## config.mk

```make
export PLATFORM = sky130hd
export DESIGN_NAME = athos_result_queue
export DESIGN_NICKNAME = d
export VERILOG_FILES = /design/src/rtl/athos_result_queue.sv
export SDC_FILE = /design/constraint.sdc
export NUM_CORES = 1
export LEC_CHECK = 0
export ABC_AREA = 1
export ABC_CLOCK_PERIOD_IN_PS = 4900
export CAP_MARGIN = 10
export CORE_UTILIZATION = 51
export DETAILED_ROUTE_END_ITERATION = 7
export MAX_ROUTING_LAYER = met4
export PLACE_DENSITY = 0.83
export SLEW_MARGIN = 5
export SYNTH_ARGS = -nofsm -noshare
export SYNTH_HDL_FRONTEND = slang
export SYNTH_SLANG_ARGS = --single-unit
export TNS_END_PERCENT = 100
```

## constraint.sdc

```tcl
create_clock -name clk_i -period 4.9 [get_ports clk_i]
set_clock_uncertainty 0.2 [all_clocks]
set_input_delay 0.98 -clock clk_i [delete_from_list [all_inputs] [get_ports clk_i]]
set_output_delay 0.98 -clock clk_i [all_outputs]
set_load 0.02 [all_outputs]
```

## src/rtl/athos_result_queue.sv

```systemverilog
// rtl/athos_result_queue.sv - in-order XIF result buffer with per-id commit/kill scoreboard
// Optional output register: define ATHOS_RESULT_QUEUE_OUT_REG_EN.
module athos_result_queue #(
    parameter int DEPTH      = 4,
    parameter int ID_WIDTH   = 4,
    parameter int DATA_WIDTH = 64
) (
    input  logic                    clk_i,
    input  logic                    rst_ni,
    input  logic                    push_valid_i,
    output logic                    push_ready_o,
    input  logic [ID_WIDTH-1:0]     push_id_i,
    input  logic [4:0]              push_rd_i,
    input  logic [1:0]              push_we_i,
    input  logic [DATA_WIDTH-1:0]   push_data_i,
    input  logic                    commit_valid_i,
    input  logic [ID_WIDTH-1:0]     commit_id_i,
    input  logic                    commit_kill_i,
    output logic                    result_valid_o,
    input  logic                    result_ready_i,
    output logic [ID_WIDTH-1:0]     result_id_o,
    output logic [4:0]              result_rd_o,
    output logic [1:0]              result_we_o,
    output logic [DATA_WIDTH-1:0]   result_data_o,
    output logic [$clog2(DEPTH):0]  count_o
);
    localparam int PW  = $clog2(DEPTH);
    localparam int CW  = PW + 1;
    localparam int NID = 2 ** ID_WIDTH;

    logic [ID_WIDTH-1:0]   id_q   [DEPTH];
    logic [4:0]            rd_q   [DEPTH];
    logic [1:0]            we_q   [DEPTH];
    logic [DATA_WIDTH-1:0] data_q [DEPTH];

    logic [PW-1:0]  rd_ptr_q, wr_ptr_q;
    logic [CW-1:0]  count_q;
    logic [NID-1:0] c_q, k_q, c_d, k_d;

    logic full, empty, push_fire, pop, take;
    logic head_commit, head_kill, dup_id;
    logic [ID_WIDTH-1:0] head_id;

    assign full         = (count_q == CW'(DEPTH));
    assign empty        = (count_q == '0);
    assign push_ready_o = !full;
    assign push_fire    = push_valid_i && !full;
    assign count_o      = count_q;

    assign head_id     = id_q[rd_ptr_q];
    assign head_kill   = !empty && k_q[head_id];
    assign head_commit = !empty && c_q[head_id] && !k_q[head_id];
    assign pop         = take || head_kill;

    // Retiring clears the id after any same-cycle commit, so a late event for it is dropped.
    always_comb begin
        c_d = c_q;
        k_d = k_q;
        if (commit_valid_i) begin
            if (commit_kill_i) k_d[commit_id_i] = 1'b1;
            else               c_d[commit_id_i] = 1'b1;
        end
        if (pop) begin
            c_d[head_id] = 1'b0;
            k_d[head_id] = 1'b0;
        end
    end

    always_ff @(posedge clk_i) begin
        if (!rst_ni) begin
            rd_ptr_q <= '0;
            wr_ptr_q <= '0;
            count_q  <= '0;
            c_q      <= '0;
            k_q      <= '0;
        end else begin
            c_q <= c_d;
            k_q <= k_d;
            if (push_fire) wr_ptr_q <= wr_ptr_q + PW'(1);
            if (pop)       rd_ptr_q <= rd_ptr_q + PW'(1);
            case ({push_fire, pop})
                2'b10:   count_q <= count_q + CW'(1);
                2'b01:   count_q <= count_q - CW'(1);
                default: count_q <= count_q;
            endcase
        end
    end

    always_ff @(posedge clk_i) begin
        if (rst_ni && push_fire) begin
            id_q[wr_ptr_q]   <= push_id_i;
            rd_q[wr_ptr_q]   <= push_rd_i;
            we_q[wr_ptr_q]   <= push_we_i;
            data_q[wr_ptr_q] <= push_data_i;
        end
    end

`ifdef ATHOS_RESULT_QUEUE_OUT_REG_EN
    logic                  ov_q;
    logic [ID_WIDTH-1:0]   oid_q;
    logic [4:0]            ord_q;
    logic [1:0]            owe_q;
    logic [DATA_WIDTH-1:0] odata_q;

    assign take = head_commit && (!ov_q || result_ready_i);

    always_ff @(posedge clk_i) begin
        if (!rst_ni) begin
            ov_q    <= 1'b0;
            oid_q   <= '0;
            ord_q   <= '0;
            owe_q   <= '0;
            odata_q <= '0;
        end else if (take) begin
            ov_q    <= 1'b1;
            oid_q   <= head_id;
            ord_q   <= rd_q[rd_ptr_q];
            owe_q   <= we_q[rd_ptr_q];
            odata_q <= data_q[rd_ptr_q];
        end else if (result_ready_i) begin
            ov_q <= 1'b0;
        end
    end

    assign result_valid_o = ov_q;
    assign result_id_o    = ov_q ? oid_q   : '0;
    assign result_rd_o    = ov_q ? ord_q   : '0;
    assign result_we_o    = ov_q ? owe_q   : '0;
    assign result_data_o  = ov_q ? odata_q : '0;
`else
    assign take = head_commit && result_ready_i;

    assign result_valid_o = head_commit;
    assign result_id_o    = head_commit ? head_id          : '0;
    assign result_rd_o    = head_commit ? rd_q[rd_ptr_q]   : '0;
    assign result_we_o    = head_commit ? we_q[rd_ptr_q]   : '0;
    assign result_data_o  = head_commit ? data_q[rd_ptr_q] : '0;
`endif

    // Upstream must never push an id that is still resident.
    always_comb begin
        dup_id = 1'b0;
        for (int i = 0; i < DEPTH; i++) begin
            if ((CW'(i) < count_q) && (id_q[rd_ptr_q + PW'(i)] == push_id_i)) dup_id = 1'b1;
        end
    end

    always_ff @(posedge clk_i) begin
        if (rst_ni && push_fire) assert (!dup_id);
    end
endmodule

```

## Word level (Yosys, flattened, before mapping)

Memory sizes are Yosys's and may differ from the RTL's. A register that Yosys moved wholly into a read port is not among the register bits.
Cells that the tools add are included.

| operators by class | value |
|---|---|
| magnitude comparators | 4 |
| reduce and logical (&&, ||, !) cells | 14 |
| muxes and demuxes | 29 |
| $add $sub $neg | 4 |
| bitwise operators | 5 |
| equal/unequal tests | 3 |

Operators by type and width:

| operator | number |
|---|---|
| 16-bit 2-to-1 mux | 6 |
| 64-bit 2-to-1 mux | 1 |
| 16-bit AND | 2 |
| 16-bit bitwise OR | 2 |
| 2-bit 2-to-1 mux | 9 |
| 16-bit inverter | 1 |
| 4-bit by 5-bit < comparator with 1-bit output (second input constant) | 2 |
| 1-bit binary-select mux with 4-bit select | 2 |
| 1-bit demux with 4-bit select | 2 |
| 4-bit by 1-bit >= comparator with 1-bit output (second input constant) | 2 |
| 1-bit logical AND | 8 |
| 1-bit 2-to-1 mux | 6 |
| 3-bit case mux with 2 select lines | 1 |
| 5-bit 2-to-1 mux | 1 |
| 2-bit by 1-bit adder with 2-bit output (second input constant) | 2 |
| 4-bit 2-to-1 mux | 1 |
| 3-bit by 1-bit adder with 3-bit output (second input constant) | 1 |
| 3-bit equality test (second input constant) | 1 |
| 1-bit zero test | 3 |
| 3-bit zero test | 1 |
| 3-bit by 1-bit subtractor with 3-bit output (second input constant) | 1 |
| 2-bit by 1-bit equality test with 1-bit output (second input constant) | 1 |
| 2-bit equality test (second input constant) | 1 |
| 2-bit nonzero test | 1 |
| 1-bit logical OR | 1 |

| storage, ports and cells | value |
|---|---|
| output and inout bits | 80 |
| register bits after elaboration | 39 |
| RAM bits | 300 |
| input bits | 85 |
| memories | 4 |

Memories:

| memory | words | bits a word | rd ports | clocked after Yosys merged registers in | write ports | line | source |
|---|---|---|---|---|---|---|---|
| data_q | 4 | 64 | 1 | 1 | 1 | 34 | `logic [DATA_WIDTH-1:0] data_q [DEPTH];` |
| rd_q | 4 | 5 | 1 | 1 | 1 | 32 | `logic [4:0] rd_q [DEPTH];` |
| id_q | 4 | 4 | 1 | 1 | 1 | 31 | `logic [ID_WIDTH-1:0] id_q [DEPTH];` |
| we_q | 4 | 2 | 1 | 1 | 1 | 33 | `logic [1:0] we_q [DEPTH];` |

## Longest topological paths before layout

| logic depth | value |
|---|---|
| word-level depth | 9 |
| gate-level depth with buffers | 22 |
| depth with buffers taken out | 20 |

## Worst setup path after synthesis

Ideal clock, no wire load.

| path | value |
|---|---|
| path kind | input to register |
| from | input rst_ni |
| to | memory data_q[0][0] (enable) |
| path slack | -0.072 ns |
| path buffers | 0 |
| data required time | 4.191 ns |
| stages on the path | 2 |
| library setup time | 0.509 ns |
| data arrival time | 4.263 ns |
| path through | nand3_1 -> nor2_1 |

| on the way | value |
|---|---|
| cells in the longest elaborated chain, start to end | 3 |

Ends and longest elaborated chain:

| what | line | source |
|---|---|---|
| start, declared | 9 | `input logic rst_ni,` |
| 1-bit logical AND | -- |  |
| 1-bit 2-to-1 mux | 90 | `if (rst_ni && push_fire) begin` |
| 1-bit 2-to-1 mux (implied by the code) | 94 | `data_q[wr_ptr_q] <= push_data_i;` |
| end, declared | 34 |  |

Every way passes these cells.

==> metrics.md <==
| Metric | Value |
|---|---|
| Worst setup EP type | primary output |
| Setup TNS | 0 ns |
| # fillers | about 2,000 |
| DRT Wirelength | 34,050 um |
| DR WL/cell | approximately 19 um |
| CP Class | flop to primary output |
| Max VDD drop | around 0.36 mV |
| Routed vias | 10,069 |
| Die X | ~170 um |
| DRT iter0 DRCs | between 900 and 1,000 |
| Worst slack at placement | between 0.4 and 0.5 ns |
| First drt pass iteration count | 5 |
| Hold buffers post-CTS | 0 |
| Clock latency on the worst-skew pair | 0.52 ns |
| First-pass GRT wire length | roughly 53,000 um |
| Final Hold Viols | 0 |
| Unrepaired setup endpoints after global routing | false |
| DRC viols | 0 |
| Ys Warns | 0 |
| Crit-path max FO | 44 |
| # IOs | 165 |
| Post-Syn Area per Cell | ~12 um2 |
| CP startpoint kind | flop |
| Critical Path RT | approximately 3.7 ns |
| Total core area | approximately 0.028 mm2 |
| Fin crit period | ~4.6 ns |
| Hold/Removal Path Class | flop to flop |
| Area of the multi-input gates | around 0.0038 mm2 |
| CTS tree | built |
| Final Max Slew Viols | 0 |
| Post-DRT Antenna Nets | 0 |
| Hpwl dp | 19,850 um |
| Row cnt | 61 |
| Vias in the first global route | between 10,000 and 15,000 |
| Die area | between 0.02 and 0.03 mm2 |
| Mapped Nets | 1,318 |
| Area post-placement | 0.01632 mm2 |
| Antenna violations before repair | 2 |
| Drt via density | roughly 5.7 |
| GRT overflow | 0 |
| Syn Inst Count | 1,227 |
| Largest net degree at the start of global routing | between 100 and 150 |
| Mapped Area | around 0.014 mm2 |
| H-tree depth | 2 |
| WP data arrival | about 3.5 ns |
| Initial core utilization | between 50 and 60% |
| # port buffers | 164 |
| Fin Hold WS | 0.3211 ns |
| Placed Instances | roughly 1,700 |
| Clk root buf | clkbuf_16 |
| Number of CTS-inserted buffers | 37 |
| GP Congestion | about 0.96 |
| Die height | 169.8 um |
| Seq cells post-synth | roughly 340 |
| Fin cells | about 1,800 |
| Final Util | between 60 and 70% |
| Final #Nets | between 1,000 and 1,500 |
| Max-cap violations | 0 |
| Clk sinks | approximately 340 |
| Total power | 9.645 mW |
| Layout cells sized above 1 | a little under a tenth |
| Reg clk slew, reported paths | ~0.060 ns |
| GRT Total Usage | 24.48% |
| Synth unique cells | 26 |
| Fin crit share | roughly 95% |
| Outcome | finished clean |
| Measured slew at the worst slew-check pin | ~1.2 ns |
| FMAX | 0.2157 GHz |
| Rel. slew slack | a little under a fifth |
| Pwr Density | between 500 and 600 mW/mm2 |
| # setup viols final | 0 |
| Final worst slack | ~0.26 ns |
| Area grow syn2layout | 22.79% |
| Sequential-to-total area share from yosys stat | 68.46% |
| Reg area | 0.009837 mm2 |
| FF-to-FF setup slack | 0.89 ns |
| Design Area, Final | about 0.018 mm2 |
| CTS Buffer Depth | 3 |
| Leak pwr | a little over 7 nW |
critical path: stages (launching register included):
cell and delay [ns]:
dfxtp_4 0.40, inv_4 0.15, nand2_1 0.08, nand3_2 0.08, nand2_2 0.19, buf_4 0.24
nand2_1 0.06, nand2_1 0.05, nand2_1 0.05, nand2_1 0.06, nand2_1 0.08, nand2_2 0.11
nor2_4 0.18, nand2_4 0.18, buf_12 0.26, a221oi_1 0.29, dlygate4sd2_1 0.42
repair_timing:
item	4_1_cts	5_1_grt
endpoints found under the setup margin	18	62
buffers inserted	0	0
gates cloned	0	0
resized for setup	3	64
power breakdown:
part | internal [mW] | total [mW] | switching [mW]
Clock | 1.50 | 2.61 | 1.11
Combinational | 1.27 | 3.63 | 2.37
Sequential | 3.33 | 3.40 | 0.0694
Total | 6.10 | 9.64 | 3.54
final cells by class:
| class | count | share of cell area [%] |
|---|---|---|
| sequential | 341 | 55.79 |
| multi-input combinational | 717 | 21.65 |
| timing repair buffer | 186 | 11.39 |
| clock buffer | 46 | 5.621 |
| tap | 378 | 2.683 |
| inverter | 92 | 1.973 |
| clock inverter | 19 | 0.8587 |
| antenna | 2 | 0.02839 |
layer usage:
metal | wire length (um) | vias to the layer above | track usage, %
met5 | 0 | - | -
met4 | 1065 | 0 | 8.970
met3 | 2645 | 85 | 5.014
met2 | 17220 | 393 | 40.93
met1 | 13120 | 4922 | 29.35
li1 | - | 4669 | -
logic make-up after synthesis:
logic type / synth area share [%]
flops: 68.46
xor+xnor: 0.06101
compound gates: 13.92
simple gates: 11.78
buf+inv: 5.202
fa+ha+maj: 0.5751
synthesized netlist by cell type:
cell type,n,share of area [%]
clkbuf_1,50,1.3
inv_2,1,0.026
o21ai_4,1,0.11
nor2_1,70,1.8
a221oi_1,31,1.9
dfxtp_1,41,5.7
buf_2,13,0.45
xor2_1,1,0.061
fa_1,1,0.14
inv_1,90,2.4
nand2_4,1,0.078
a21oi_1,184,6.4
inv_4,1,0.044
nand2_1,279,7.3
a221oi_2,40,4.2
nand3_4,1,0.12
nor2_4,2,0.16
nand3_2,2,0.14
buf_6,11,0.86
ha_1,5,0.44
o21ai_0,35,1.2
nand2_2,4,0.17
edfxtp_1,300,63
o21ai_1,3,0.10
buf_4,3,0.16
nand3_1,57,2.0
cell usage in the layout, fill, tap and decap left out, types with 2 or more instances in the layout:
cell type        count
dlygate4sd2_1        2
dlymetal6s2s_1      62
nand3_2              2
inv_1               90
a21oi_1            184
clkbuf_1             7
buf_12               3
nand2_1            279
a221oi_1            31
edfxtp_1           300
clkinvlp_4           2
ha_1                 5
dfxtp_1             39
clkinv_1             8
nor2_1              66
a221oi_2            40
clkinv_2             4
nand2_2              3
dfxtp_4              2
clkdlybuf4s50_1    100
nor2_4               6
nand3_1             57
buf_4               17
o21ai_0             35
o21ai_1              3
diode_2              2
nand2_4              2
clkbuf_16           38
sequential cells by signal, summed over array words and instances (netlist names), named ones only:
signal	count
c_q	16
we_q	8
rd_q	20
id_q	16
count_o	3
data_q	256
rd_ptr_q	2
k_q	16
wr_ptr_q	2
final timing paths:
| path | from | endpoint | depth (start not counted) |
|---|---|---|---|
| setup reg to reg | flop | count_o[2] | 20 |
| hold / removal | rd_ptr_q[1] | flop | 2 |
| hold reg to reg | rd_ptr_q[1] | flop | 2 |
| setup / recovery | flop | result_data_o[8] | 16 |
Power figures use the tool's default switching activity.
